--- src/rtl/wb_rr_arbiter_pkg.sv ---
// Shared Wishbone widths, arbiter state encoding and small sizing helpers
// for the round-robin slave-port arbiter.
package wb_rr_arbiter_pkg;

  localparam int WB_ADR_W = 32;
  localparam int WB_DAT_W = 32;
  localparam int WB_SEL_W = 4;

  typedef enum logic {
    ARB_IDLE = 1'b0,
    ARB_BUSY = 1'b1
  } arb_state_e;

  // Width of an index into n masters; never narrower than one bit.
  function automatic int idx_w(input int n);
    return (n > 1) ? $clog2(n) : 1;
  endfunction

endpackage

--- src/rtl/wb_rr_arbiter_if.sv ---
// Bundle of the per-master request/response lines and the shared slave port.
// The slave modport is the arbiter's view; master is the view of whatever surrounds it.
interface wb_rr_arbiter_if #(
  parameter int NUM_MASTERS = 2
);
  import wb_rr_arbiter_pkg::*;

  logic [NUM_MASTERS-1:0]          m_cyc;
  logic [NUM_MASTERS-1:0]          m_stb;
  logic [NUM_MASTERS-1:0]          m_we;
  logic [NUM_MASTERS*WB_ADR_W-1:0] m_adr;
  logic [NUM_MASTERS*WB_DAT_W-1:0] m_dat_w;
  logic [NUM_MASTERS*WB_SEL_W-1:0] m_sel;
  logic [NUM_MASTERS-1:0]          m_stall;
  logic [NUM_MASTERS-1:0]          m_ack;
  logic [NUM_MASTERS-1:0]          m_err;
  logic [WB_DAT_W-1:0]             m_dat_r;

  logic                            s_cyc;
  logic                            s_stb;
  logic                            s_we;
  logic [WB_ADR_W-1:0]             s_adr;
  logic [WB_DAT_W-1:0]             s_dat_w;
  logic [WB_SEL_W-1:0]             s_sel;
  logic                            s_stall;
  logic                            s_ack;
  logic                            s_err;
  logic [WB_DAT_W-1:0]             s_dat_r;

  logic [NUM_MASTERS-1:0]          grant;

  modport slave (
    input  m_cyc, m_stb, m_we, m_adr, m_dat_w, m_sel,
    output m_stall, m_ack, m_err, m_dat_r,
    output s_cyc, s_stb, s_we, s_adr, s_dat_w, s_sel,
    input  s_stall, s_ack, s_err, s_dat_r,
    output grant
  );

  modport master (
    output m_cyc, m_stb, m_we, m_adr, m_dat_w, m_sel,
    input  m_stall, m_ack, m_err, m_dat_r,
    input  s_cyc, s_stb, s_we, s_adr, s_dat_w, s_sel,
    output s_stall, s_ack, s_err, s_dat_r,
    input  grant
  );

endinterface

--- src/rtl/wb_rr_arbiter_rr_pick.sv ---
// Combinational round-robin picker: first requester after 'last', wrapping,
// returned one-hot (all zero when nobody requests).
module wb_rr_arbiter_rr_pick
  import wb_rr_arbiter_pkg::*;
#(
  parameter int NUM_MASTERS = 2
) (
  input  logic [NUM_MASTERS-1:0]          req,
  input  logic [idx_w(NUM_MASTERS)-1:0]   last,
  output logic [NUM_MASTERS-1:0]          gnt
);

  logic found;

  always_comb begin
    gnt   = '0;
    found = 1'b0;
    for (int k = 1; k <= NUM_MASTERS; k++) begin
      for (int j = 0; j < NUM_MASTERS; j++) begin
        if (!found && req[j] && (((int'(last) + k) % NUM_MASTERS) == j)) begin
          gnt[j] = 1'b1;
          found  = 1'b1;
        end
      end
    end
  end

endmodule

--- src/rtl/wb_rr_arbiter.sv ---
// Round-robin arbiter sharing one pipelined Wishbone slave among several masters:
// grant held for a whole cyc, outstanding tracking, response routing, hung-slave timeout.
module wb_rr_arbiter
  import wb_rr_arbiter_pkg::*;
#(
  parameter int NUM_MASTERS    = 2,
  parameter int MAX_OUTST      = 4,
  parameter int TIMEOUT_CYCLES = 255
) (
  input  logic            wb_clk_i,
  input  logic            wb_rst_i,
  wb_rr_arbiter_if.slave  bus
);

  localparam int NM = NUM_MASTERS;
  localparam int LW = idx_w(NM);
  localparam int OW = $clog2(MAX_OUTST + 1);
  localparam int TW = (TIMEOUT_CYCLES > 0) ? $clog2(TIMEOUT_CYCLES + 1) : 1;
  localparam logic [OW-1:0] OUTST_MAX = OW'(MAX_OUTST);
  localparam logic [TW-1:0] TMO_LAST  = TW'((TIMEOUT_CYCLES > 0) ? TIMEOUT_CYCLES - 1 : 0);
  localparam logic          TMO_EN    = (TIMEOUT_CYCLES > 0);

  arb_state_e    state, state_nxt;
  logic [NM-1:0] grant, grant_nxt, pick;
  logic [LW-1:0] last, last_nxt, gi;
  logic [OW-1:0] outst, outst_nxt;
  logic [TW-1:0] tmo, tmo_nxt;

  logic                own_cyc, own_stb;
  logic                s_cyc, s_stb, s_we;
  logic [WB_ADR_W-1:0] s_adr;
  logic [WB_DAT_W-1:0] s_dat_w;
  logic [WB_SEL_W-1:0] s_sel;
  logic                outst_nz, outst_full;
  logic                accept, resp, tmo_run, tmo_fire;

  wb_rr_arbiter_rr_pick #(
    .NUM_MASTERS (NM)
  ) u_pick (
    .req  (bus.m_cyc),
    .last (last),
    .gnt  (pick)
  );

  // Owner mux; grant is all-zero in IDLE so the slave side reads as quiet.
  always_comb begin
    gi      = '0;
    own_cyc = 1'b0;
    own_stb = 1'b0;
    s_we    = 1'b0;
    s_adr   = '0;
    s_dat_w = '0;
    s_sel   = '0;
    for (int i = 0; i < NM; i++) begin
      if (grant[i]) begin
        gi      = LW'(i);
        own_cyc = bus.m_cyc[i];
        own_stb = bus.m_stb[i];
        s_we    = bus.m_we[i];
        s_adr   = bus.m_adr[i*WB_ADR_W +: WB_ADR_W];
        s_dat_w = bus.m_dat_w[i*WB_DAT_W +: WB_DAT_W];
        s_sel   = bus.m_sel[i*WB_SEL_W +: WB_SEL_W];
      end
    end
  end

  assign outst_nz   = (outst != '0);
  assign outst_full = (outst == OUTST_MAX);
  assign s_cyc      = own_cyc;
  assign s_stb      = own_cyc & own_stb & ~outst_full;
  assign accept     = s_stb & ~bus.s_stall;
  // Responses with nothing outstanding are stray (e.g. after an abort) and are swallowed.
  assign resp       = (bus.s_ack | bus.s_err) & outst_nz;
  assign tmo_run    = own_cyc & outst_nz & ~resp & ~accept;
  assign tmo_fire   = TMO_EN & tmo_run & (tmo == TMO_LAST);

  assign bus.s_cyc   = s_cyc;
  assign bus.s_stb   = s_stb;
  assign bus.s_we    = s_we;
  assign bus.s_adr   = s_adr;
  assign bus.s_dat_w = s_dat_w;
  assign bus.s_sel   = s_sel;
  assign bus.m_stall = ~grant | {NM{bus.s_stall | outst_full}};
  assign bus.m_ack   = grant & {NM{bus.s_ack & outst_nz}};
  assign bus.m_err   = grant & {NM{(bus.s_err & outst_nz) | tmo_fire}};
  assign bus.m_dat_r = bus.s_dat_r;
  assign bus.grant   = grant;

  always_comb begin
    state_nxt = state;
    grant_nxt = grant;
    last_nxt  = last;
    outst_nxt = outst;
    tmo_nxt   = tmo;
    if (state == ARB_IDLE) begin
      if (|bus.m_cyc) begin
        state_nxt = ARB_BUSY;
        grant_nxt = pick;
      end
    end else if (!own_cyc) begin
      // Owner released (possibly mid-flight): anything still outstanding is abandoned.
      state_nxt = ARB_IDLE;
      grant_nxt = '0;
      last_nxt  = gi;
      outst_nxt = '0;
      tmo_nxt   = '0;
    end else begin
      if (accept && !resp)
        outst_nxt = outst + OW'(1);
      else if (!accept && (resp || tmo_fire))
        outst_nxt = outst - OW'(1);
      if (accept || resp || tmo_fire)
        tmo_nxt = '0;
      else if (tmo_run)
        tmo_nxt = tmo + TW'(1);
    end
  end

  always_ff @(posedge wb_clk_i or posedge wb_rst_i) begin
    if (wb_rst_i) begin
      state <= ARB_IDLE;
      grant <= '0;
      last  <= LW'(NM - 1);
      outst <= '0;
      tmo   <= '0;
    end else begin
      state <= state_nxt;
      grant <= grant_nxt;
      last  <= last_nxt;
      outst <= outst_nxt;
      tmo   <= tmo_nxt;
    end
  end

endmodule

--- src/flat_wrapper.sv ---
// flat-port wrapper written by rule: the top's interface ports become plain ports
module wb_rr_arbiter_flat import wb_rr_arbiter_pkg::*;
#(
  parameter int NUM_MASTERS    = 2,
  parameter int MAX_OUTST      = 4,
  parameter int TIMEOUT_CYCLES = 255
)
  (wb_clk_i, wb_rst_i, bus_m_cyc, bus_m_stb, bus_m_we, bus_m_adr, bus_m_dat_w, bus_m_sel, bus_m_stall, bus_m_ack, bus_m_err, bus_m_dat_r, bus_s_cyc, bus_s_stb, bus_s_we, bus_s_adr, bus_s_dat_w, bus_s_sel, bus_s_stall, bus_s_ack, bus_s_err, bus_s_dat_r, bus_grant);
  wb_rr_arbiter_if #(.NUM_MASTERS(NUM_MASTERS)) bus_i ();
  input  logic wb_clk_i;
  input  logic wb_rst_i;
  input wire logic [$bits(bus_i.m_cyc)-1:0] bus_m_cyc;
  input wire logic [$bits(bus_i.m_stb)-1:0] bus_m_stb;
  input wire logic [$bits(bus_i.m_we)-1:0] bus_m_we;
  input wire logic [$bits(bus_i.m_adr)-1:0] bus_m_adr;
  input wire logic [$bits(bus_i.m_dat_w)-1:0] bus_m_dat_w;
  input wire logic [$bits(bus_i.m_sel)-1:0] bus_m_sel;
  output wire logic [$bits(bus_i.m_stall)-1:0] bus_m_stall;
  output wire logic [$bits(bus_i.m_ack)-1:0] bus_m_ack;
  output wire logic [$bits(bus_i.m_err)-1:0] bus_m_err;
  output wire logic [$bits(bus_i.m_dat_r)-1:0] bus_m_dat_r;
  output wire logic [$bits(bus_i.s_cyc)-1:0] bus_s_cyc;
  output wire logic [$bits(bus_i.s_stb)-1:0] bus_s_stb;
  output wire logic [$bits(bus_i.s_we)-1:0] bus_s_we;
  output wire logic [$bits(bus_i.s_adr)-1:0] bus_s_adr;
  output wire logic [$bits(bus_i.s_dat_w)-1:0] bus_s_dat_w;
  output wire logic [$bits(bus_i.s_sel)-1:0] bus_s_sel;
  input wire logic [$bits(bus_i.s_stall)-1:0] bus_s_stall;
  input wire logic [$bits(bus_i.s_ack)-1:0] bus_s_ack;
  input wire logic [$bits(bus_i.s_err)-1:0] bus_s_err;
  input wire logic [$bits(bus_i.s_dat_r)-1:0] bus_s_dat_r;
  output wire logic [$bits(bus_i.grant)-1:0] bus_grant;
  assign bus_i.m_cyc = bus_m_cyc;
  assign bus_i.m_stb = bus_m_stb;
  assign bus_i.m_we = bus_m_we;
  assign bus_i.m_adr = bus_m_adr;
  assign bus_i.m_dat_w = bus_m_dat_w;
  assign bus_i.m_sel = bus_m_sel;
  assign bus_m_stall = bus_i.m_stall;
  assign bus_m_ack = bus_i.m_ack;
  assign bus_m_err = bus_i.m_err;
  assign bus_m_dat_r = bus_i.m_dat_r;
  assign bus_s_cyc = bus_i.s_cyc;
  assign bus_s_stb = bus_i.s_stb;
  assign bus_s_we = bus_i.s_we;
  assign bus_s_adr = bus_i.s_adr;
  assign bus_s_dat_w = bus_i.s_dat_w;
  assign bus_s_sel = bus_i.s_sel;
  assign bus_i.s_stall = bus_s_stall;
  assign bus_i.s_ack = bus_s_ack;
  assign bus_i.s_err = bus_s_err;
  assign bus_i.s_dat_r = bus_s_dat_r;
  assign bus_grant = bus_i.grant;
  wb_rr_arbiter #(.NUM_MASTERS(NUM_MASTERS), .MAX_OUTST(MAX_OUTST), .TIMEOUT_CYCLES(TIMEOUT_CYCLES)) u_core (.wb_clk_i(wb_clk_i), .wb_rst_i(wb_rst_i), .bus(bus_i));
endmodule
--- config.mk ---
export PLATFORM = sky130hd
export DESIGN_NAME = wb_rr_arbiter_flat
export DESIGN_NICKNAME = d
export VERILOG_FILES = /design/src/rtl/wb_rr_arbiter_pkg.sv /design/src/rtl/wb_rr_arbiter_if.sv /design/src/rtl/wb_rr_arbiter_rr_pick.sv /design/src/rtl/wb_rr_arbiter.sv /design/src/flat_wrapper.sv
export SDC_FILE = /design/constraint.sdc
export NUM_CORES = 1
export LEC_CHECK = 0
export ABC_AREA = 1
export CAP_MARGIN = 25
export CORE_AREA = 2 2 111 113
export CTS_CLUSTER_DIAMETER = 100
export CTS_CLUSTER_SIZE = 25
export DETAILED_ROUTE_END_ITERATION = 7
export DIE_AREA = 0 0 113 115
export HOLD_SLACK_MARGIN = 0.08
export RECOVER_POWER = 100
export SYNTH_ARGS = -nofsm -noshare
export SYNTH_HDL_FRONTEND = slang
export SYNTH_HIERARCHICAL = 1
export SYNTH_SLANG_ARGS = --single-unit
--- constraint.sdc ---
create_clock -name wb_clk_i -period 4.13 [get_ports wb_clk_i]
set_input_delay 0.413 -clock wb_clk_i [delete_from_list [all_inputs] [get_ports wb_clk_i]]
set_output_delay 0.413 -clock wb_clk_i [all_outputs]
set_load 0.02 [all_outputs]
=== Word level (Yosys, flattened, before mapping) ===
Cells that the tools add are included.
Widths: inputs -> output; s select.

* Add/sub/neg operators: 5
* Equal/unequal tests: 7
* Muxes and demuxes: 31
* Bitwise gates (word level): 24
* Reduce and logical (&&, ||, !) cells: 26

{| class="wikitable"
|+ Operators by type and width
! operator !! number
|-
| $mux 32 || 4
|-
| $logic_not 32->1 || 2
|-
| $mux 8 || 3
|-
| $mux 1 || 16
|-
| $and 1x1->1 || 10
|-
| $logic_and 1x1->1 || 9
|-
| $mux 3 || 3
|-
| $add 8x1->8 const B || 1
|-
| $eq 8x8->1 const B || 1
|-
| $mux 4 || 2
|-
| $reduce_and 2->1 || 4
|-
| $mux 2 || 3
|-
| $ne 3x3->1 const B || 2
|-
| $logic_not 1->1 || 5
|-
| $not 1->1 || 5
|-
| $and 2x2->2 || 2
|-
| $eq 2x2->1 const B || 2
|-
| $add 3x1->3 const B || 1
|-
| $eq 3x3->1 const B || 1
|-
| $logic_or 1x1->1 || 3
|-
| $or 1x1->1 || 3
|-
| $reduce_bool 3->1 || 1
|-
| $sub 3x1->3 const B || 1
|-
| $add 1x1->1 const B || 2
|-
| other kinds (6) || 7
|}

* Register bits after elaboration: 15
* Input bits: 179
* Word-level logic and storage cells: 98

=== Depth between registers and ports, before layout ===
* Depth after elaboration: 19
* Gate-level depth with buffers: 12
* Gate-level depth less buffers: 12

=== By module ===
Netlist, hierarchy kept.

{| class="wikitable"
|+ By module, submodules not included
! module !! times used !! cells an instance !! area each (sq um) !! sequential area each (sq um)
|-
| wb_rr_arbiter || 1 || 264 || 2048.2 || 376.6
|-
| wb_rr_arbiter_rr_pick || 1 || 4 || 27.5 || 0.0
|}

=== Worst setup path before layout ===
Ideal clock, no wire load.

* Kind: flip-flop to output port
* From: register u_core.tmo[0]
* To: output port bus_m_err[0]
* Arrival: 1.407 ns
* Setup slack: 2.310 ns
* Stages on the path, launching flop included: 7
* Cells stage by stage: dfrtp_1 -> inv_1 -> ha_1 -> and3_1 -> nand3_1 -> nand3b_1 -> a21oi_1

* Cells in the longest elaborated chain, start to end: 4

{| class="wikitable"
|+ RTL lines
! item !! RTL line !! RTL
|-
| from (decl) || wb_rr_arbiter.sv:27 || <nowiki>logic [TW-1:0] tmo, tmo_nxt;</nowiki>
|-
| from (signal assigned) || wb_rr_arbiter.sv:131 || <nowiki>tmo <= tmo_nxt;</nowiki>
|-
| $eq 8x8->1 || wb_rr_arbiter.sv:75 || <nowiki>assign tmo_fire = TMO_EN & tmo_run & (tmo == TMO_LAST);</nowiki>
|-
| $and 1x1->1 || wb_rr_arbiter.sv:75 ||
|-
| $or 1x1->1 || wb_rr_arbiter.sv:85 || <nowiki>assign bus.m_err = grant & {NM{(bus.s_err & outst_nz) | tmo_fire}};</nowiki>
|-
| $and 2x2->2 || wb_rr_arbiter.sv:85 ||
|-
| to (decl) || flat_wrapper.sv:20 || <nowiki>output wire logic [$bits(bus_i.m_err)-1:0] bus_m_err;</nowiki>
|}

Every way passes these cells.

=== Worst setup path in the final report ===
* From: register u_core.grant[1] (netlist: u_core/bus.grant[1])
* To: output port bus_s_stb

* Cells in the longest elaborated chain, start to end: 3
* Elaborated cells between the ends (all ways): 4
* Those cells by class: mux (2); bitwise (2)

{| class="wikitable"
|+ RTL lines
! item !! RTL line !! RTL
|-
| from (decl) || wb_rr_arbiter.sv:24 || <nowiki>logic [NM-1:0] grant, grant_nxt, pick;</nowiki>
|-
| from (signal assigned) || wb_rr_arbiter.sv:128 || <nowiki>grant <= grant_nxt;</nowiki>
|-
| $mux 1 || wb_rr_arbiter.sv:55 || <nowiki>if (grant[i]) begin</nowiki>
|-
| $and 1x1->1 * (2 in a row) || wb_rr_arbiter.sv:70 || <nowiki>assign s_stb = own_cyc & own_stb & ~outst_full;</nowiki>
|-
| to (decl) || flat_wrapper.sv:23 || <nowiki>output wire logic [$bits(bus_i.s_stb)-1:0] bus_s_stb;</nowiki>
|}

Every way passes the cells marked *; elsewhere a longest branch is shown, timed or not.

==> flow_metrics.tcl <==
set metrics [dict create \
    cp.arrival_ns 3.10 \
    dp_hpwl_um 10700 \
    ys_ff_latch 15 \
    grt_use_total 0.172 \
    slew-limit-headroom 0.354 \
    setup_violations 0 \
    min_period_ns 3.51 \
    routed-via-count 2696 \
    synth_warnings 6 \
    finalNetCount 633 \
    post-synth-top-area-cell "a22o_1" \
    start_util 0.176 \
    synth.area.mux_share 0 \
    portBuffers 225 \
    tns_ns 0 \
    reg2reg_from "u_core/bus.grant[1]$_DFFE_PP0P_" \
    grt_pass1_vias 2627 \
    min_period_over_period 0.850 \
    clk_pin_slew_worst_paths_ns 0.05 \
    fmax_mhz 285 \
    cp_max_fo 46 \
    grt_pass1_wl_um 16600 \
    gp_congestion 0.902 \
    cts_tree "yes" \
    synth_fp_nets 450 \
    core_um2 11800 \
    slew_violations 0 \
    r2r_end "u_core/tmo[5]$_DFFE_PP0P_" \
    dieArea_um2 13000 \
    status "finished with violations" \
    peakVddDrop_v 0.000160 \
    post_synth.cell_area_avg_um2 7.75 \
    worstHoldStart "u_core/last$_DFFE_PP1P_" \
    synthSimpleGateAreaFrac 0.224 \
    diodes 0 \
    synth_top_family_by_area "compound AO/OA/AOI/OAI gates" \
    syn_area_um2 2080 \
    postCtsResizedCells 0 \
    worstMarginPinSlew_ns 0.969 \
    routed_wl_um 12300 \
    cts_made_buffers 3 \
    drtIter0Drc 165 \
    ys_seq_area_frac 0.181 \
    hold_violations 0 \
    drive_above_1_share 0.0533 \
    placementRows 40 \
    clockBufferDepth 2 \
    finClkSkew_ns 0.00213 \
    synthTopCellsByCount "a22o_1 (69), nand2_1 (39), buf_4 (35)" \
    whs_path_depth 2 \
    syn_to_final_growth_pct 105 \
    failed_checks "design-rule violations" \
    path_class "reg -> out" \
    total_power_mw 2.26 \
    antenna_found_initial 2 \
    grt_max_degree 47 \
    cap_violations 0 \
    synth-edff-count 0 \
    start_kind "flop" \
    cts_hold_buf 0 \
    cts-htree-levels 1 \
    hold_end "u_core/last$_DFFE_PP1P_" \
    die_x_um 113 \
    rsz0062_at_grt "false" \
    overflow 0 \
    die_h_um 115 \
    yosysTopAreaCellShare 0.291 \
    reg2reg_slack_ns 1.05 \
    min_path_type "reg -> reg" \
    wl_per_cell_um 20.7 \
    reg2regPathDepth 10 \
    ios 290 \
    critPathRequiredTime_ns 3.72 \
    synth_most_common_cell "a22o_1" \
    synth-main-ff-cell "dfrtp_1" \
    clock_latency_ns 0.25 \
    ys_types 36 \
    p_leak_nw 1.84 \
    antenna_left 0 \
    via_per_inst 4.52 \
    netlist_instances 268 \
    synth_fa_ha_area_frac 0.0217 \
    ys_top_cells_by_area "a22o_1 (29%), dfrtp_1 (17%), buf_4 (13%)" \
    power_density_nw_per_um2 532 \
    synth_compound_area_frac 0.350 \
    root_buffer "clkbuf_16" \
    dr.pass1.iters 6 \
    synthXorXnorAreaFrac 0.0253 \
    drc 9 \
    synth-async-reset-ratio 1.00 \
    crit_path_end_kind "output port" \
    postCtsSetupBuffers 0 \
    cts_num_sinks 15 \
]
==> per-layer routing <==
layer	vias up	share of wire	global-route usage
li1	1284	-	-
met1	1274	0.44	0.239
met2	136	0.48	0.283
met3	2	0.079	0.0406
met4	0	0.0015	0.0138
met5	-	0	0
==> area by class of cell <==
type                    instances  area (µm²)
fillers                      1211        7560
clock inverters                 1        7.51
flip-flops and latches         15         378
repair buffers                227        2280
multi-input cells             183        1240
clock buffers                   3        75.1
inverters                      21        85.1
well taps                     147         184
==> how the worst max path moves through the flow <==
stage | start | endpoint | slack, ns | depth (start not counted)
finish | u_core/bus.grant[1]$_DFFE_PP0P_ | bus_s_stb | 0.62 | 6
global route | u_core/bus.grant[1]$_DFFE_PP0P_ | bus_s_stb | 0.40 | 6
CTS | u_core/bus.grant[1]$_DFFE_PP0P_ | bus_s_adr[19] | 0.90 | 4
detailed placement | u_core/bus.grant[1]$_DFFE_PP0P_ | bus_s_adr[19] | 1.18 | 4
global placement | u_core/bus.grant[1]$_DFFE_PP0P_ | bus_m_err[1] | 1.26 | 7
floorplan | u_core/tmo[0]$_DFFE_PP0P_ | bus_m_err[0] | 2.31 | 6
==> through the flow <==
step                      setup WS (ns)  cell area (µm²)  hold slack [ns]  utilization  cells
final                             0.620             4250            0.535        0.360    597
after global routing              0.400             4250            0.549        0.360    597
after CTS                         0.902             4300            0.533        0.364    597
after detailed placement           1.18             4220            0.524        0.357    593
after global placement             1.26             4220            0.501        0.357    593
after floorplan                    2.31             2080            0.314            -    268
==> state kept, by name, summed over array words and instances, names as in the netlist <==
name and cells:
u_core/bus.grant 2, u_core/outst 3, u_core/state 1, u_core/tmo 8
u_core/last 1
==> critical path: stages, from the launching register on <==
cell and delay, ns:
dfrtp_2 0.74, clkbuf_2 0.85, nand2_1 0.11, nand2_1 0.20
nand2_1 0.08, a21oi_1 0.15, dlygate4sd3_1 0.70
==> power by group <==
group	switching [mW]	leakage, nW	internal [mW]	total (mW)
combinational	1.03	1.61	0.776	1.81
clock	0.0685	0.0371	0.131	0.199
sequential	0.0752	0.199	0.182	0.257
==> cell families after synthesis <==
logic type | count (synthesis)
AOI/OAI and AO/OA | 87
adders and majority gates | 3
and+or+nand+nor | 87
DFF | 15
buffers and inverters | 70
xor gates and xnor gates | 6
==> placed cells by master, fill, tap and decap left out, drive strengths merged, types with 4 or more instances in the layout <==
cell type,count
nor2,17
clkdlybuf4s50,150
nand2,46
dlygate4sd3,75
a22o,69
o21ai,11
xor2,4
a21oi,5
dfrtp,14
nand3,18
clkbuf,4
inv,20
Power figures use the tool's default switching activity.
